**config.mk**
```make
export PLATFORM = sky130hd
export DESIGN_NAME = imem_fetch_responder_flat
export DESIGN_NICKNAME = d
export VERILOG_FILES = /design/src/rtl/imem_fetch_responder_if.sv /design/src/rtl/imem_fetch_responder.sv /design/src/flat_wrapper.sv
export SDC_FILE = /design/constraint.sdc
export NUM_CORES = 1
export LEC_CHECK = 0
export BUFFER_PORTS_ARGS = -buffer_cell sky130_fd_sc_hd__buf_4
export CAP_MARGIN = 20
export CORE_ASPECT_RATIO = 0.6
export CORE_MARGIN = 4
export CORE_UTILIZATION = 35
export CTS_CLUSTER_SIZE = 8
export DETAILED_ROUTE_END_ITERATION = 12
export MAX_ROUTING_LAYER = met4
export PLACE_DENSITY_LB_ADDON = 0.1
export SKIP_LAST_GASP = 1
export SLEW_MARGIN = 30
export SYNTH_ARGS = -nofsm -noshare
export SYNTH_HDL_FRONTEND = slang
export SYNTH_SLANG_ARGS = --single-unit
```
**constraint.sdc**
```tcl
create_clock -name clk -period 2.73 [get_ports clk]
set_clock_uncertainty 0.05 [all_clocks]
set_input_delay 0.1365 -clock clk [delete_from_list [all_inputs] [get_ports clk]]
set_output_delay 0.1365 -clock clk [all_outputs]
set_load 0.05 [all_outputs]
```
**src/rtl/imem_fetch_responder_if.sv**
```systemverilog
// Fetch request/response bundle between the IF stage and the instruction
// memory responder. Both directions use valid/ready: a beat transfers on a
// rising clock edge where valid and ready are both high; the initiator holds
// valid and its payload stable until that edge.
interface imem_fetch_responder_if #(
    parameter int WORD_LEN = 16
) ();
    logic                req_valid;
    logic                req_ready;
    logic [WORD_LEN-1:0] req_addr;
    logic                rsp_valid;
    logic                rsp_ready;
    logic [WORD_LEN-1:0] rsp_instr;
    logic [WORD_LEN-1:0] rsp_addr;
    logic                rsp_err;

    // IF stage side: issues requests, consumes responses
    modport master (
        output req_valid, req_addr, rsp_ready,
        input  req_ready, rsp_valid, rsp_instr, rsp_addr, rsp_err
    );

    // Memory side: accepts requests, produces responses
    modport slave (
        input  req_valid, req_addr, rsp_ready,
        output req_ready, rsp_valid, rsp_instr, rsp_addr, rsp_err
    );
endinterface

```
**src/rtl/imem_fetch_responder.sv**
```systemverilog
// Multi-cycle instruction memory responder. One request in flight at a time:
// accept, wait a fixed LATENCY, present the word until the fetch side takes it.
// Flush aborts whatever is pending; the program array is loaded via ld_*.
module imem_fetch_responder #(
    parameter int WORD_LEN = 16,
    parameter int DEPTH    = 64,
    parameter int LATENCY  = 2
) (
    input  logic                     clk,
    input  logic                     rst,
    imem_fetch_responder_if.slave    bus,
    input  logic                     flush,
    input  logic                     ld_en,
    input  logic [$clog2(DEPTH)-1:0] ld_index,
    input  logic [WORD_LEN-1:0]      ld_data,
    output logic                     busy,
    output logic [1:0]               fsm_state
);
    localparam int IDX_W = $clog2(DEPTH);
    localparam int CNT_W = 3;

    typedef enum logic [1:0] {
        IDLE = 2'd0,
        WAIT = 2'd1,
        RESP = 2'd2
    } state_t;

    state_t              state, state_n;
    logic [CNT_W-1:0]    cnt;
    logic [WORD_LEN-1:0] addr_q;
    logic [WORD_LEN-1:0] rsp_instr_q;
    logic [WORD_LEN-1:0] rsp_addr_q;
    logic                rsp_err_q;
    logic                req_ready;
    logic                accept;

    logic [WORD_LEN-1:0] mem [DEPTH];

    // Lookup of the latched address: PC advances by 4, so the word index drops
    // the two byte-offset bits; anything misaligned or past the array is an error.
    logic [WORD_LEN-1:0] idx_full;
    logic                addr_err;
    assign idx_full = addr_q >> 2;
    assign addr_err = (addr_q[1:0] != 2'b00) || (idx_full >= WORD_LEN'(DEPTH));

    // Request acceptance and next state; flush overrides every transition
    always_comb begin
        req_ready = 1'b0;
        state_n   = state;
        case (state)
            IDLE:    req_ready = ~flush;
            RESP:    req_ready = bus.rsp_ready & ~flush;
            default: req_ready = 1'b0;
        endcase
        accept = bus.req_valid & req_ready;
        case (state)
            IDLE:    if (accept) state_n = WAIT;
            WAIT:    if (cnt == '0) state_n = RESP;
            RESP:    if (bus.rsp_ready) state_n = accept ? WAIT : IDLE;
            default: state_n = IDLE;
        endcase
        if (flush) state_n = IDLE;
    end

    // State, latency counter, latched address and registered response
    always_ff @(posedge clk or negedge rst) begin
        if (!rst) begin
            state       <= IDLE;
            cnt         <= '0;
            addr_q      <= '0;
            rsp_instr_q <= '0;
            rsp_addr_q  <= '0;
            rsp_err_q   <= 1'b0;
        end else begin
            state <= state_n;
            if (accept) begin
                addr_q <= bus.req_addr;
                cnt    <= CNT_W'(LATENCY - 1);
            end else if (state == WAIT && cnt != '0) begin
                cnt <= cnt - 1'b1;
            end
            // Array read happens on the same edge as any load write, so a
            // colliding write is seen by the next read, not this one.
            if (state == WAIT && cnt == '0 && !flush) begin
                rsp_instr_q <= addr_err ? '0 : mem[idx_full[IDX_W-1:0]];
                rsp_addr_q  <= addr_q;
                rsp_err_q   <= addr_err;
            end
        end
    end

    // Program load port, honoured regardless of the fetch state
    always_ff @(posedge clk) begin
        if (ld_en) mem[ld_index] <= ld_data;
    end

    assign bus.req_ready = req_ready;
    assign bus.rsp_valid = (state == RESP);
    assign bus.rsp_instr = rsp_instr_q;
    assign bus.rsp_addr  = rsp_addr_q;
    assign bus.rsp_err   = rsp_err_q;
    assign busy          = (state != IDLE);
    assign fsm_state     = state;
endmodule
```
**src/flat_wrapper.sv**
```systemverilog
// flat-port wrapper written by rule: the top's interface ports become plain ports
module imem_fetch_responder_flat 
#(
    parameter int WORD_LEN = 16,
    parameter int DEPTH    = 64,
    parameter int LATENCY  = 2
)
  (clk, rst, flush, ld_en, ld_index, ld_data, busy, fsm_state, bus_req_valid, bus_req_addr, bus_rsp_ready, bus_req_ready, bus_rsp_valid, bus_rsp_instr, bus_rsp_addr, bus_rsp_err);
  imem_fetch_responder_if #(.WORD_LEN(WORD_LEN)) bus_i ();
  input  logic clk;
  input  logic rst;
  input  logic flush;
  input  logic ld_en;
  input  logic [$clog2(DEPTH)-1:0] ld_index;
  input  logic [WORD_LEN-1:0] ld_data;
  output logic busy;
  output logic [1:0] fsm_state;
  input wire logic [$bits(bus_i.req_valid)-1:0] bus_req_valid;
  input wire logic [$bits(bus_i.req_addr)-1:0] bus_req_addr;
  input wire logic [$bits(bus_i.rsp_ready)-1:0] bus_rsp_ready;
  output wire logic [$bits(bus_i.req_ready)-1:0] bus_req_ready;
  output wire logic [$bits(bus_i.rsp_valid)-1:0] bus_rsp_valid;
  output wire logic [$bits(bus_i.rsp_instr)-1:0] bus_rsp_instr;
  output wire logic [$bits(bus_i.rsp_addr)-1:0] bus_rsp_addr;
  output wire logic [$bits(bus_i.rsp_err)-1:0] bus_rsp_err;
  assign bus_i.req_valid = bus_req_valid;
  assign bus_i.req_addr = bus_req_addr;
  assign bus_i.rsp_ready = bus_rsp_ready;
  assign bus_req_ready = bus_i.req_ready;
  assign bus_rsp_valid = bus_i.rsp_valid;
  assign bus_rsp_instr = bus_i.rsp_instr;
  assign bus_rsp_addr = bus_i.rsp_addr;
  assign bus_rsp_err = bus_i.rsp_err;
  imem_fetch_responder #(.WORD_LEN(WORD_LEN), .DEPTH(DEPTH), .LATENCY(LATENCY)) u_core (.clk(clk), .rst(rst), .bus(bus_i), .flush(flush), .ld_en(ld_en), .ld_index(ld_index), .ld_data(ld_data), .busy(busy), .fsm_state(fsm_state));
endmodule
```
# == Word-level counts from Yosys, hierarchy flattened ==
# Memories as Yosys holds them, arrays and structs flattened.
# Index checks and enable logic that the tools add are counted.
# Widths: inputs -> output; s select.
# totals
regBits,54
romBits,0
latchBits,0
word_cells,41
ramBits,1024
output_inout_bits,38
inputBits,44
memories,1
# classes
order_cmp,1
bitwise,3
reduce_logical,12
n_shift,0
mul,0
n_eq_ne,5
n_div,0
mux,12
addsub,1
# mem_list
name,words,word_bits,read_ports,rd_clocked_by_memory_dff,write_ports,line_no,source
u_core.mem,64,16,1,0,1,imem_fetch_responder.sv:37,logic [WORD_LEN-1:0] mem [DEPTH];
# ops
cell,count
$mux 16,1
$ge 14x7->1 const B,1
$mux 2,4
$mux 3,2
$ne 3x2->1 const B,2
$pmux 2 s3,1
$reduce_bool 2->1,3
$logic_and 1x1->1,3
$logic_not 3->1,1
$mux 1,3
$ne 3x3->1 const B,1
$reduce_and 3->1,1
$reduce_bool 3->1,1
$sub 3x1->3 const B,1
$and 1x1->1,2
$eq 2x1->1 const B,1
$eq 2x2->1 const B,1
$logic_not 2->1,1
$pmux 1 s2,1
$logic_not 1->1,1
$logic_or 1x1->1,1
$not 1->1,1

# == Longest topological paths before layout ==
# depth
word_depth,8
mapped_depth,10
depth_no_buf,8

# == Worst setup path before layout ==
# No wires, ideal clock.
# synth_path
path_type,reg2reg
start,"register u_core.state[0], in the netlist u_core.fsm_state[0]"
end,register u_core.addr_q[0]
n_path_buf,1
setup_time_ns,0.125
period_less_slack_ns,3.084
path_slack_ns,-0.354
stages_incl_launch_ff,5
arrival_ns,2.909
required_ns,2.555
path_cell_list,dfrtp_1 -> a211oi_1 -> and2_1 -> clkbuf_1 -> mux2_2
# synth_via
elab_chain_cells,3
word_cells_on_any_way,4
cone_classes,eq/ne (1); mux (1); bitwise (1); reduce/logical (1)
# synth_rtl
element,line_no,source
"start, declared",imem_fetch_responder.sv:28,"state_t state, state_n;"
"start signal, assigned",imem_fetch_responder.sv:75,state <= state_n;
$eq 2x2->1 / $logic_not 2->1 (equally long branches),imem_fetch_responder.sv:50,case (state)
$pmux 1 s2 (*),imem_fetch_responder.sv:50,
named net bus_req_ready,flat_wrapper.sv:21,output wire logic [$bits(bus_i.req_ready)-1:0] bus_req_ready;
$and 1x1->1 (*),imem_fetch_responder.sv:55,accept = bus.req_valid & req_ready;
"end signal, assigned",imem_fetch_responder.sv:77,addr_q <= bus.req_addr;
"end, declared",imem_fetch_responder.sv:30,logic [WORD_LEN-1:0] addr_q;
# Mark *: on every way through the listed nets, which the timed path passes. The rest lies on a longest branch.
# A chain may end at the register's enable or synchronous reset.

# == Worst setup path in the final report ==
# layout_path
start,register u_core.addr_q[2]
end,"register u_core.rsp_instr_q[0], in the netlist u_core.bus.rsp_instr[0]"
# layout_via
elab_chain_cells,3
word_cells_on_any_way,4
cone_classes,order compare (1); mux (1); reduce/logical (1); memory (1)
# layout_rtl
element,line_no,source
$ge 14x7->1,imem_fetch_responder.sv:44,assign addr_err = (addr_q[1:0] != 2'b00) || (idx_full >= WORD_LEN'(DEPTH));
$logic_or 1x1->1,imem_fetch_responder.sv:44,
$mux 16 (*),imem_fetch_responder.sv:85,rsp_instr_q <= addr_err ? '0 : mem[idx_full[IDX_W-1:0]];
"end signal, assigned",imem_fetch_responder.sv:85,
"end, declared",imem_fetch_responder.sv:31,logic [WORD_LEN-1:0] rsp_instr_q;
# Mark *: on every way between the ends. The rest lies on a longest branch, timed or not.

==> key figures <==
Power and ir drop
  • Max VDD drop: ~0.53 mV
  • PD cells: around 900 nW/um^2
  • Leakage power: roughly 18 nW

Status
  • Status: finished, violations left
  • Failing checks: setup timing

Setup path
  • Worst setup SP type: flop
  • Worst path max stage delay: around 560 ps
  • Crit-path most repeated cell: buf_4
  • Worst Path Max Fanout: 13
  • Critical Path RT: 3290 ps
  • Data arrival time of the critical path: between 3000 and 4000 ps
  • Crit path kind: flop to flop
  • Crit-path cells: buf_12 -> buf_4 -> buf_12 -> buf_4 -> mux2i_1 -> a22oi_1 -> a31o_2 -> o41ai_2 -> buf_4 -> a21oi_1
  • CP max-delay cell: dfrtp_4
  • CP endpoint kind: flop

Global route
  • Initial antenna violation count: 8
  • Vias in the first global route: 22920
  • First-pass GRT wire length: about 180 mm
  • Global route total overflow: 0
  • Gr usage total: 21.72%
  • Largest net degree at the start of global routing: 65

Cells and area
  • Fin nets: 2622
  • Share of cells above drive strength 1: 29.86%
  • Area delta synth->final: 23.13%
  • Register area: 32110 um^2
  • Multi-input logic area: 9392 um^2
  • FILL cells: 10200
  • Final core utilization: 43.82%

Floorplan
  • Effective utilization at floorplan: 35.59%
  • Total core area: between 100000 and 150000 um^2
  • Die H: 276.0 um
  • # rows: 97
  • # IOs: 82
  • Die footprint: 125500 um^2
  • Die X: about 450 um

Timing
  • Final worst path period share: 101.2%
  • Max Slew Vio Count: 0
  • F_max: 362.1 MHz
  • WHS: 114.3 ps
  • Slew @ Worst Pin: around 950 ps
  • RSZ-0062 raised after global routing: true
  • Final count of hold timing violations: 0
  • Slew Limit Headroom: 36.46%
  • Crit path time final: roughly 2800 ps
  • Final setup margin: -31.43 ps
  • Final setup violation count: 2

Clock tree
  • TritonCTS Buffers: 152
  • H-tree levels: 4
  • Largest buffer count on any clock path: 3
  • Clock Latency Late Sink: around 750 ps
  • CTS tree: built
  • Clock sink total: 1078
  • Clock-pin slew on the worst setup and hold paths: 50 ps
  • Clock Root Buffer: clkbuf_16

Routing
  • DR pass1 iterations: 5
  • Vias post-DR: 23030
  • First DRT Iteration DRCs: 2247
  • Via density: roughly 5.4
  • Remaining antenna violation count after routing: 0
  • WL/cell: 31.41 um
  • Routed wire length: between 100 and 150 mm
  • Drc violations: 0

Logic synthesis
  • Largest family of logic cells by synthesized area: multiplexers
  • Fraction of the mapped netlist area in adder cells: less than 1%
  • Flops & latches, synth: between 1000 and 1500
  • Syn Std Cell Area: 41900 um^2
  • Xor-xnor portion of the synthesized cell area: less than 1%
  • Post-synthesis simple-gate area fraction: about 3.6%
  • Top-count cell post-synth: edfxtp_1
  • Synth unique cells: 56
  • Avg Cell Area, Syn: 19.57 um^2
  • Synth Instances: 2141
  • Commonest cells post-synth: edfxtp_1 (1024), mux2i_1 (206), mux4_2 (142)
  • Number of flops mapped to enable cells by yosys: 1024
  • Post-synthesis mux area share: 14.11%
  • Top cell type's share of synthesized area: 73.40%
  • Sequential area share after synthesis: 76.62%
  • Top_reg_cell synth: edfxtp_1
  • Syn Nets: 2187
  • Ys async rst share: 5.009%
  • Synthesis Warnings: 0
  • Compound-Gate Fraction of Synth Area: 3.865%
  • Post-synth top area cell: edfxtp_1
  • Top cells by area, synth: edfxtp_1 (73%), mux4_2 (7.6%), mux2i_1 (4.9%)

Place
  • GPL Wtd Cong: 0.8339
  • DPL Wire Length: 84.58 mm
  • # port buffers: 81

Job
  • Maximum Capacitance Violations: 0

Worst hold path
  • Worst hold-check path type: input port to flop
-- per-layer routing --
layer,track usage (%),wire (um)
met5,-,0
met4,5.209,2115
met3,5.643,11960
met2,28.75,54720
met1,33.07,64180
-- worst max-delay path: cells and delay by family, from the launching register on --
kind                   cells  cell delay (ps)
AO/OA/AOI/OAI              4              870
buffers and inverters      5              820
flip-flops                 1              560
multiplexers               1              310
-- final timing paths --
check                                                        start                             endpoint  cells after the start  slack (ps)
worst max-delay path                  u_core.addr_q[2]$_DFFE_PN0P_  u_core.bus.rsp_instr[0]$_DFFE_PN0P_                     10         -30
worst min-delay path                                         flush      u_core.fsm_state[0]$_DFFE_PN0P_                      3         110
worst max register to register        u_core.addr_q[2]$_DFFE_PN0P_  u_core.bus.rsp_instr[0]$_DFFE_PN0P_                     10         -30
worst min register to register  u_core.bus.rsp_addr[9]$_DFFE_PN0P_   u_core.bus.rsp_addr[9]$_DFFE_PN0P_                      2         430
max in group asynchronous                                      rst            u_core.cnt[2]$_DFFE_PN0P_                      4         850
min in group asynchronous                                      rst      u_core.fsm_state[1]$_DFFE_PN0P_                      3         540
-- metrics by stage --
stage	instance area [um^2]	std cells	TNS, ps	total power [mW]	setup slack, ps
after CTS	51160	4204	-17.73	46.45	-11.17
after global placement	46100	3922	-3707	28.66	-583.4
after detailed placement	46110	3923	-3041	28.70	-502.2
after global routing	51580	4232	-253.3	48.12	-42.35
after floorplan	41900	2141	0	24.17	175.6
final	51590	4234	-47.94	46.41	-31.43
-- logic make-up after synthesis --
group,Yosys count
flops,1078
mux,394
simple gates,317
compound gates,224
buf+inv,125
fa+ha+maj,2
xor+xnor,1
-- placed cells by master (no fill, tap or decap), drive strengths merged, types with 4 or more instances in the layout --
cell type and instances:
nor2 83, o41ai 10, dlygate4sd3 47, a31o 9, nand3 21, nand2 115, mux2i 206, a211oi 13
nand2b 12, mux4 151, a22o 12, and3 27, edfxtp 1024, a21oi 48, a32o 6, nand4 6
nor2b 19, nand3b 4, a22oi 80, a221oi 4, o22ai 20, nor3 6, nor4 11, dfrtp 54
clkbuf 220, buf 349, inv 11, diode 4, mux2 37
-- power breakdown --
| part | switching [mW] | internal (mW) | leakage [nW] |
|---|---|---|---|
| combinational | 6.01 | 4.39 | 5.65 |
| clock | 6.76 | 10.5 | 2.07 |
| sequential | 0.282 | 18.5 | 9.90 |
| total | 13.1 | 33.3 | 17.6 |
-- registers in the layout, indices dropped and copies added, names as in the netlist --
name	cells
u_core.bus.rsp_addr	16
u_core.cnt	3
u_core.mem	1024
u_core.bus.rsp_err	1
u_core.fsm_state	2
u_core.bus.rsp_instr	16
u_core.addr_q	16
-- cell type report --
type                       instances  share of cell area (%)
antenna                            4                 0.01940
multi-input combinational        938                   18.21
sequential                      1078                   62.25
clock inverter                     7                  0.1698
inverter                           6                 0.04851
clock buffer                     217                   8.135
tap                             1584                   3.842
timing repair buffer             400                   7.332
-- timing repair --
item / CTS / global route
hold buffers: 47 / 0
buffers inserted: 10 / 23
gates resized for setup: 31 / 33
endpoints found under the hold margin: 893 / 0
pin swaps: 9 / 12
cloned: 1 / 3
endpoints found under the setup margin: 16 / 15
No activity file was read; power rests on OpenSTA's default activity.
